**src/rtl/scroll_strip_gen_if.sv**
```systemverilog
// Bus bundle between a scrolling-strip generator, its pixel ROM and the layer mixer.
// The master side (the generator) drives the ROM address and the pixel outputs;
// the slave side (ROM + mixer) returns ROM data and consumes the pixel.
interface scroll_strip_gen_if #(
    parameter int ADDR_W = 17
);
    logic [ADDR_W-1:0] rom_addr;
    logic [11:0]       rom_data;
    logic [3:0]        vgaRed;
    logic [3:0]        vgaGreen;
    logic [3:0]        vgaBlue;
    logic              hit;

    modport master (
        output rom_addr,
        input  rom_data,
        output vgaRed,
        output vgaGreen,
        output vgaBlue,
        output hit
    );

    modport slave (
        input  rom_addr,
        output rom_data,
        input  vgaRed,
        input  vgaGreen,
        input  vgaBlue,
        input  hit
    );
endinterface

```
**src/rtl/scroll_strip_gen.sv**
```systemverilog
// Scrolling-strip pixel generator for one horizontally wrapping layer.
// A run-time scroll offset is advanced on game ticks, latched once per frame
// so the strip never tears, and used to address an external synchronous ROM.
// Pixels come out ROM_LAT+2 cycles after the VGA counters that produced them,
// with an optional colour key that turns matching pixels transparent.
module scroll_strip_gen #(
    parameter int          WIDTH     = 1187,
    parameter int          HEIGHT    = 14,
    parameter int          Y0        = 144,
    parameter int          H_ACTIVE  = 640,
    parameter int          ADDR_W    = 17,
    parameter int          OFS_W     = 11,
    parameter int          STEP_W    = 4,
    parameter int          ROM_LAT   = 1,
    parameter logic [11:0] BG_COLOR  = 12'hFFF,
    parameter bit          KEY_EN    = 1'b1,
    parameter logic [11:0] KEY_COLOR = 12'hFFF
) (
    input  logic              clk,
    input  logic              rst,
    input  logic              game_tick,
    input  logic              scroll_en,
    input  logic              dir,
    input  logic [STEP_W-1:0] step,
    input  logic [9:0]        h_cnt,
    input  logic [9:0]        v_cnt,
    scroll_strip_gen_if.master bus,
    output logic [OFS_W-1:0]  offset
);

    // One extra bit so offset+step and h_cnt+offset never overflow before the wrap.
    localparam int               SUM_W   = OFS_W + 1;
    localparam logic [SUM_W-1:0] WIDTH_S = SUM_W'(WIDTH);
    localparam logic [10:0]      Y_LO    = 11'(Y0);
    localparam logic [10:0]      Y_HI    = 11'(Y0 + HEIGHT);
    localparam logic [10:0]      H_LIM   = 11'(H_ACTIVE);

    // Parameter sanity: the wrap arithmetic relies on every one of these.
    if (ROM_LAT < 1) begin : g_bad_rom_lat
        $error("scroll_strip_gen: ROM_LAT must be at least 1");
    end
    if (WIDTH * HEIGHT > (1 << ADDR_W)) begin : g_bad_addr_w
        $error("scroll_strip_gen: WIDTH*HEIGHT does not fit in ADDR_W bits");
    end
    if (WIDTH > (1 << OFS_W)) begin : g_bad_ofs_w
        $error("scroll_strip_gen: WIDTH does not fit in OFS_W bits");
    end
    if ((1 << STEP_W) - 1 >= WIDTH) begin : g_bad_step_w
        $error("scroll_strip_gen: largest step must be smaller than WIDTH");
    end
    if (H_ACTIVE > WIDTH) begin : g_bad_h_active
        $error("scroll_strip_gen: H_ACTIVE must not exceed WIDTH");
    end

    logic [OFS_W-1:0]   ofs_q;
    logic [OFS_W-1:0]   disp_ofs_q;
    logic [ADDR_W-1:0]  rom_addr_q;
    logic               band_s1_q;
    logic [ROM_LAT-1:0] band_dly_q;
    logic [11:0]        color_q;
    logic               hit_q;

    logic [SUM_W-1:0]   ofs_ext;
    logic [SUM_W-1:0]   step_ext;
    logic [SUM_W-1:0]   fwd_sum;
    logic [SUM_W-1:0]   fwd_wrap;
    logic [SUM_W-1:0]   bwd_wrap;
    logic [OFS_W-1:0]   ofs_next;
    logic               advance;
    logic               frame_start;

    logic               in_band;
    logic [9:0]         row;
    logic [ADDR_W-1:0]  row_base;
    logic [SUM_W-1:0]   col_sum;
    logic [SUM_W-1:0]   col;
    logic [ADDR_W-1:0]  addr_next;

    // Next scroll offset: modular add for leftward motion, modular subtract for rightward.
    always_comb begin
        ofs_ext  = {1'b0, ofs_q};
        step_ext = SUM_W'(step);
        fwd_sum  = ofs_ext + step_ext;
        fwd_wrap = (fwd_sum >= WIDTH_S) ? (fwd_sum - WIDTH_S) : fwd_sum;
        bwd_wrap = (ofs_ext >= step_ext) ? (ofs_ext - step_ext)
                                         : (ofs_ext + WIDTH_S - step_ext);
        ofs_next = dir ? OFS_W'(bwd_wrap) : OFS_W'(fwd_wrap);
    end

    assign advance     = game_tick & scroll_en;
    assign frame_start = (h_cnt == 10'd0) && (v_cnt == 10'd0);

    // Live scroll register, moved only by an enabled game tick.
    always_ff @(posedge clk or negedge rst) begin
        if (!rst) begin
            ofs_q <= '0;
        end else if (advance) begin
            ofs_q <= ofs_next;
        end
    end

    // Frame latch: rendering sees one offset per frame, taken before any same-cycle tick.
    always_ff @(posedge clk or negedge rst) begin
        if (!rst) begin
            disp_ofs_q <= '0;
        end else if (frame_start) begin
            disp_ofs_q <= ofs_q;
        end
    end

    // Band detection and ROM address for the current beam position.
    always_comb begin
        in_band   = ({1'b0, v_cnt} >= Y_LO) && ({1'b0, v_cnt} < Y_HI) &&
                    ({1'b0, h_cnt} < H_LIM);
        row       = v_cnt - 10'(Y0);
        row_base  = ADDR_W'(row) * ADDR_W'(WIDTH);
        col_sum   = SUM_W'(h_cnt) + {1'b0, disp_ofs_q};
        col       = (col_sum >= WIDTH_S) ? (col_sum - WIDTH_S) : col_sum;
        addr_next = in_band ? (row_base + ADDR_W'(col)) : '0;
    end

    // Stage 1: register the ROM address and the matching band flag.
    always_ff @(posedge clk or negedge rst) begin
        if (!rst) begin
            rom_addr_q <= '0;
            band_s1_q  <= 1'b0;
        end else begin
            rom_addr_q <= addr_next;
            band_s1_q  <= in_band;
        end
    end

    // Band flag travels alongside the ROM read so it lines up with rom_data.
    always_ff @(posedge clk or negedge rst) begin
        if (!rst) begin
            band_dly_q <= '0;
        end else begin
            band_dly_q[0] <= band_s1_q;
            for (int i = 1; i < ROM_LAT; i++) begin
                band_dly_q[i] <= band_dly_q[i-1];
            end
        end
    end

    // Stage 2: pick background, keyed-transparent or opaque ROM pixel.
    always_ff @(posedge clk or negedge rst) begin
        if (!rst) begin
            color_q <= BG_COLOR;
            hit_q   <= 1'b0;
        end else if (!band_dly_q[ROM_LAT-1]) begin
            color_q <= BG_COLOR;
            hit_q   <= 1'b0;
        end else if (KEY_EN && (bus.rom_data == KEY_COLOR)) begin
            color_q <= BG_COLOR;
            hit_q   <= 1'b0;
        end else begin
            color_q <= bus.rom_data;
            hit_q   <= 1'b1;
        end
    end

    assign bus.rom_addr = rom_addr_q;
    assign bus.vgaRed   = color_q[11:8];
    assign bus.vgaGreen = color_q[7:4];
    assign bus.vgaBlue  = color_q[3:0];
    assign bus.hit      = hit_q;
    assign offset       = ofs_q;

endmodule

```
**src/flat_wrapper.sv**
```systemverilog
// flat-port wrapper written by rule: the top's interface ports become plain ports
module scroll_strip_gen_flat 
#(
    parameter int          WIDTH     = 1187,
    parameter int          HEIGHT    = 14,
    parameter int          Y0        = 144,
    parameter int          H_ACTIVE  = 640,
    parameter int          ADDR_W    = 17,
    parameter int          OFS_W     = 11,
    parameter int          STEP_W    = 4,
    parameter int          ROM_LAT   = 1,
    parameter logic [11:0] BG_COLOR  = 12'hFFF,
    parameter bit          KEY_EN    = 1'b1,
    parameter logic [11:0] KEY_COLOR = 12'hFFF
)
  (clk, rst, game_tick, scroll_en, dir, step, h_cnt, v_cnt, offset, bus_rom_addr, bus_rom_data, bus_vgaRed, bus_vgaGreen, bus_vgaBlue, bus_hit);
  scroll_strip_gen_if #(.ADDR_W(ADDR_W)) bus_i ();
  input  logic clk;
  input  logic rst;
  input  logic game_tick;
  input  logic scroll_en;
  input  logic dir;
  input  logic [STEP_W-1:0] step;
  input  logic [9:0] h_cnt;
  input  logic [9:0] v_cnt;
  output logic [OFS_W-1:0] offset;
  output wire logic [$bits(bus_i.rom_addr)-1:0] bus_rom_addr;
  input wire logic [$bits(bus_i.rom_data)-1:0] bus_rom_data;
  output wire logic [$bits(bus_i.vgaRed)-1:0] bus_vgaRed;
  output wire logic [$bits(bus_i.vgaGreen)-1:0] bus_vgaGreen;
  output wire logic [$bits(bus_i.vgaBlue)-1:0] bus_vgaBlue;
  output wire logic [$bits(bus_i.hit)-1:0] bus_hit;
  assign bus_rom_addr = bus_i.rom_addr;
  assign bus_i.rom_data = bus_rom_data;
  assign bus_vgaRed = bus_i.vgaRed;
  assign bus_vgaGreen = bus_i.vgaGreen;
  assign bus_vgaBlue = bus_i.vgaBlue;
  assign bus_hit = bus_i.hit;
  scroll_strip_gen #(.WIDTH(WIDTH), .HEIGHT(HEIGHT), .Y0(Y0), .H_ACTIVE(H_ACTIVE), .ADDR_W(ADDR_W), .OFS_W(OFS_W), .STEP_W(STEP_W), .ROM_LAT(ROM_LAT), .BG_COLOR(BG_COLOR), .KEY_EN(KEY_EN), .KEY_COLOR(KEY_COLOR)) u_core (.clk(clk), .rst(rst), .game_tick(game_tick), .scroll_en(scroll_en), .dir(dir), .step(step), .h_cnt(h_cnt), .v_cnt(v_cnt), .bus(bus_i), .offset(offset));
endmodule
```
**config.mk**
```make
export PLATFORM = sky130hd
export DESIGN_NAME = scroll_strip_gen_flat
export DESIGN_NICKNAME = d
export VERILOG_FILES = /design/src/rtl/scroll_strip_gen_if.sv /design/src/rtl/scroll_strip_gen.sv /design/src/flat_wrapper.sv
export SDC_FILE = /design/constraint.sdc
export NUM_CORES = 1
export LEC_CHECK = 0
export BUFFER_PORTS_ARGS = -buffer_cell sky130_fd_sc_hd__buf_4
export CORE_MARGIN = 2
export CORE_UTILIZATION = 60
export DETAILED_ROUTE_END_ITERATION = 10
export PLACE_DENSITY_LB_ADDON = 0.25
export SLEW_MARGIN = 20
export SYNTH_ARGS = -nofsm -noshare
export SYNTH_HDL_FRONTEND = slang
export SYNTH_SLANG_ARGS = --single-unit
export TNS_END_PERCENT = 20
```
**constraint.sdc**
```tcl
create_clock -name clk -period 7 [get_ports clk]
set_input_delay 0.7 -clock clk [delete_from_list [all_inputs] [get_ports clk]]
set_output_delay 0.7 -clock clk [all_outputs]
set_load 0.01 [all_outputs]
```
After elaboration in Yosys (flattened, before gate mapping). Cells that the tools add are included.

Register bits after elaboration: 54. Output and inout port bits: 41. Word-level logic and storage cells: 39.

Add/sub/neg operators: 9. Multiply operators: 1. $lt $le $gt $ge: 6. Equality and inequality tests: 1. Multiplexer cells: 9. Bitwise gates (word level): 1. Reductions and logical operators: 5.

Operators by type and width (count): 2-to-1 mux 12 bit (3); 2-to-1 mux 11 bit (3); greater-or-equal comparator 12 x 11 -> 1 bit, second input constant (2); subtractor 11 x 4 -> 11 bit (2); zero test 10 bit (2); adder 17 x 12 -> 17 bit (1); multiplier 10 x 11 -> 17 bit, second input constant (1); 2-to-1 mux 17 bit (1); adder 10 x 11 -> 12 bit (1); adder 11 x 4 -> 12 bit (1); equality test 12 bit, second input constant (1); subtractor 12 x 11 -> 12 bit, second input constant (1); adder 11 bit, second input constant (1); greater-or-equal comparator 11 x 4 -> 1 bit (1); subtractor 11 bit, second input constant (1); greater-or-equal comparator 10 x 8 -> 1 bit, second input constant (1); < comparator 10 bit, second input constant (1); < comparator 10 x 8 -> 1 bit, second input constant (1); subtractor 10 x 8 -> 10 bit, second input constant (1); logical AND 1 bit (3); 2-to-1 mux 1 bit (2); AND 1 bit (1).

Logic depth before layout (Yosys ltp).
Depth after elaboration: 5. Gate-level depth with buffers: 26. Depth with buffers taken out: 26.

Worst setup path before layout. Ideal clock, no wire load.

Path type: input to register. Start: input h_cnt[0]. End: register u_core.rom_addr_q[13], in the netlist u_core.bus.rom_addr[13]. Library setup time: 0.132 ns. Arrival: 6.010 ns. Data required time: 6.868 ns. Path slack: 0.858 ns. Stages on the path: 24. Cell sequence: ha_1 > fa_1 > xor2_1 > nor3b_1 > mux2_2 > a221oi_1 > o211ai_1 > nand4b_1 > nand2_2 > nor2_1 > xnor2_1 > fa_1 > fa_1 > inv_1 > fa_1 > ha_1 > o21ai_0 > nor2_1 > o41ai_1 > o21ai_0 > o21ai_0 > nand2b_1 > xnor2_1 > nor2_1.

Cells in the longest elaborated chain, start to end: 5.

Ends and longest elaborated chain: start, declared (RTL line flat_wrapper.sv:24) `input logic [9:0] h_cnt;`; adder 10 x 11 -> 12 bit (RTL line scroll_strip_gen.sv:117) `col_sum = SUM_W'(h_cnt) + {1'b0, disp_ofs_q};`; subtractor 12 x 11 -> 12 bit or greater-or-equal comparator 12 x 11 -> 1 bit (tied branches) (RTL line scroll_strip_gen.sv:118) `col = (col_sum >= WIDTH_S) ? (col_sum - WIDTH_S) : col_sum;`; 2-to-1 mux 12 bit (RTL line scroll_strip_gen.sv:118); adder 17 x 12 -> 17 bit (RTL line scroll_strip_gen.sv:119) `addr_next = in_band ? (row_base + ADDR_W'(col)) : '0;`; 2-to-1 mux 17 bit (*) (RTL line scroll_strip_gen.sv:119); via u_core.addr_next[13] (RTL line scroll_strip_gen.sv:77) `logic [ADDR_W-1:0] addr_next;`; end signal, assigned (RTL line scroll_strip_gen.sv:128) `rom_addr_q <= addr_next;`; end, declared (RTL line scroll_strip_gen.sv:57) `logic [ADDR_W-1:0] rom_addr_q;`.

The timed path passes the listed nets; every way through them passes the cells marked *. A chain may end at the register's enable or synchronous reset.

Worst setup path after layout.
Start: input h_cnt[0]. End: register u_core.rom_addr_q[14], in the netlist u_core.bus.rom_addr[14].

The elaborated chain is that of the path after synthesis.

==> flow_metrics.py <==
metrics = {
    "status": {
        "status": "finished, final reports clean",
    },
    "worst_setup_path": {
        "worst_ep_arrival_time_ps": 6720,
        "startpoint_type": "primary input",
        "critical_path_class": "primary input to flop",
        "path_max_fanout": 7,
        "reg2reg_slack_ps": 560,
        "critPathSlowestCell": "fa_1",
        "slowest_delay_ps": 490,
        "crit_path_frequent_cell": "ha_1",
        "cpLargestDelayFamily": "adder cells",
        "crit_buf_inv": 3,
        "endpoint_kind": "flop",
        "required_ps": 7180,
    },
    "sta": {
        "maxSlewViolCount": 0,
        "finalHoldViolations": 0,
        "tightest_slew_ps": 785,
        "relSlewSlack_pct": 47.6,
        "max_freq_mhz": 153,
        "setup_tns_ps": 0,
        "fin_crit_sh_pct": 93.3,
        "skew_ps": 6.70,
        "rsz0062_at_grt": "no",
        "final.setup.worst_slack_ps": 466,
        "fin_crit_ps": 6530,
        "finalSetupViolations": 0,
    },
    "synth": {
        "synth_cell_types": 63,
        "yosys_warnings": 0,
        "ys_seq_elements": 54,
        "syn_nets": 840,
        "synth_async_sr_flop_share_pct": 100,
        "yosys_most_used_dff": "dfrtp_1",
        "ys_seq_area_share_pct": 22.4,
        "synth_cells": 663,
        "synth_area_mm2": 0.00609,
        "synth-edff-count": 0,
        "avgSynthCellArea_um2": 9.19,
    },
    "grt": {
        "grt_use_total_pct": 26.5,
        "antenna_found_initial": 0,
        "gr-total-overflow": 0,
        "grt_max_degree": 55,
        "grt_pass1_vias": 5111,
        "grt_pass1_wl_um": 23800,
    },
    "routing": {
        "wl_per_cell_um": 16.1,
        "post-route-drc-count": 0,
        "dr.pass1.iters": 6,
        "drt_iter0_drc": 288,
        "drt_wl_total_um": 14100,
        "via_per_inst": 5.80,
        "ant_nets": 0,
        "vias": 5097,
    },
    "finish": {
        "n_antenna_cell": 0,
        "fillers": 765,
        "areaGrowthSynthToFinish_pct": 14.1,
        "final_nets": 922,
        "multi_input_area_mm2": 0.00441,
        "seqCellArea_mm2": 0.00137,
        "drive_gt1_share_pct": 17.3,
        "fin_cells": 879,
    },
    "clock_tree": {
        "clockRootBuffer": "clkbuf_8",
        "htree_levels": 2,
        "cts_setup_buffers": 0,
        "cts_buffers": 5,
        "cts_tree": "yes",
        "worstSkewPairLatency_ps": 310,
        "cts_buffer_depth": 2,
        "cts_sinks": 54,
        "clkTransAtPathRegs_ps": 100,
    },
    "floorplanning": {
        "fp.dieW_um": 105,
        "die-area_mm2": 0.0110,
        "core.rowCount": 36,
        "io-pin-count": 82,
        "core_mm2": 0.00982,
        "die_y_um": 105,
        "start_util_pct": 62.1,
    },
    "flow_run": {
        "max-cap-violations": 0,
    },
    "pwr": {
        "total_power_mw": 2.19,
        "leakagePower_nw": 3.51,
        "ir_drop_mv": 0.254,
        "pwr_density_cell_mw_per_mm2": 315,
    },
    "place": {
        "dp_cells": 871,
        "dp_worst_setup_slack_ps": 165,
        "routabilityCongestion": 0.906,
        "numPortBuffers": 81,
        "dp_hpwl_um": 11700,
    },
    "worst_hold_path": {
        "hp-class": "flop to flop",
    },
}
worst register-to-register path, stage by stage (launching register included):
cell and delay (ps):
dfrtp_1 420, ha_1 230, fa_1 460, a211oi_1 280, o21ai_0 160, a41o_1 260
a21oi_1 170, xnor2_1 160, or2_1 300, nand2_2 180, mux2_2 360, ha_1 280
ha_1 130, inv_1 50, fa_1 490, inv_1 40, ha_1 220, fa_1 410
a21o_1 210, a211oi_1 290, o21ai_0 200, a31o_2 280, a21oi_1 230, nand2b_1 180
a21oi_1 100, xnor2_1 170, nor2_1 60
logic make-up after synthesis:
group	count (synthesis)	share of synthesized area (%)
xor+xnor	60	8.62
compound gates	135	14.2
buf+inv	85	5.36
flops	54	22.4
fa+ha+maj	136	31.4
mux	18	3.24
simple gates	175	14.8
where the power goes:
group	internal (mW)	leakage [nW]	switching, mW
combinational	0.694	2.77	0.871
sequential	0.344	0.688	0.0964
clock	0.0743	0.0502	0.110
total	1.11	3.51	1.08
worst paths after layout:
kind,startpoint,endpoint,cells after the start
max in group asynchronous,rst,u_core.disp_ofs_q[8],1
worst max-delay path,h_cnt[0],u_core.bus.rom_addr[14],27
min in group asynchronous,rst,u_core.bus.rom_addr[8],1
worst min-delay path,u_core.band_s1_q,u_core.band_dly_q,0
worst max register to register,u_core.disp_ofs_q[0],u_core.bus.rom_addr[14],26
worst min register to register,u_core.band_s1_q,u_core.band_dly_q,0
state kept, by name, indices dropped and copies added, names as in the netlist:
register	cells
u_core.band_dly_q	1
u_core.color_q	12
u_core.band_s1_q	1
u_core.bus.hit	1
u_core.offset	11
u_core.disp_ofs_q	11
u_core.bus.rom_addr	17
synthesized netlist by cell type (all sizes together), types with 2 or more instances:
library cell | count | share of area (%)
a31oi | 8 | 0.82
or3 | 3 | 0.31
nor2b | 8 | 0.82
o221ai | 2 | 0.29
xor2 | 18 | 2.6
o2111ai | 3 | 0.43
nand4 | 4 | 0.41
ha | 108 | 22
o21ai | 39 | 3.3
a21boi | 2 | 0.25
xnor2 | 42 | 6.0
o21a | 6 | 0.74
a21o | 11 | 1.4
buf | 2 | 0.25
clkbuf | 6 | 0.37
or2 | 6 | 0.62
mux2i | 4 | 0.66
and3 | 5 | 0.51
nor2 | 48 | 3.0
and2 | 11 | 1.1
nand3b | 3 | 0.37
nor3b | 2 | 0.25
nand2b | 19 | 2.0
inv | 77 | 4.7
nor4 | 5 | 0.62
nor3 | 12 | 0.99
a21oi | 30 | 2.5
a22oi | 2 | 0.25
dfrtp | 42 | 17
a41o | 2 | 0.33
a31o | 2 | 0.29
nand2 | 28 | 1.8
dfstp | 12 | 5.2
o22ai | 5 | 0.51
o21bai | 4 | 0.55
mux2 | 14 | 2.6
nand3 | 14 | 1.1
fa | 28 | 9.2
a211oi | 7 | 0.86
o211ai | 2 | 0.25
or4 | 3 | 0.37
cell type report:
cell class	instances	area share [%]
multi-input cells	524	63.4
flip-flops and latches	54	19.7
repair buffers	83	8.96
inverters	77	4.16
well taps	133	2.39
clock buffers	5	0.990
clock inverters	3	0.414
routing by layer:
metal	vias to the layer above	part of all wire, %	GRT usage, %
met3	23	7.0	4.37
met5	-	0	0
li1	2449	-	-
met2	201	47	45.3
met4	0	1.4	5.52
met1	2424	44	35.5
layout by cell type (no fill, tap or decap), drive strengths merged, types with 4 or more instances in the layout:
master	synthesis	final
and2	11	11
dfrtp	42	42
mux2i	4	4
clkbuf	6	5
nand2	28	28
mux2	14	14
or2	6	6
fa	28	28
nand2b	19	19
nor3	12	12
a21o	11	11
a21oi	30	30
nor2b	8	8
nor2	48	48
xor2	18	18
nor4	5	5
nand4	4	4
and3	5	5
nand3	14	14
dfstp	12	12
a31oi	8	8
o21bai	4	4
buf	2	83
inv	77	78
a211oi	7	7
o22ai	5	5
xnor2	42	42
o21ai	39	39
o21a	6	6
ha	108	108
repair_timing:
item	4_1_cts	5_1_grt
resized for setup	0	1
hold buffers	0	0
setup endpoints to repair	0	1
stage by stage:
stage / utilization (%) / hold WS, ps / instance area, um^2
after detailed placement: 69.7 / 346 / 6850
after CTS: 70.7 / 372 / 6940
final: 70.8 / 366 / 6950
after floorplan: - / 331 / 6090
after global routing: 70.8 / 380 / 6950
after global placement: 69.7 / 335 / 6850
Note: power is estimated with default switching activity, not from simulation.
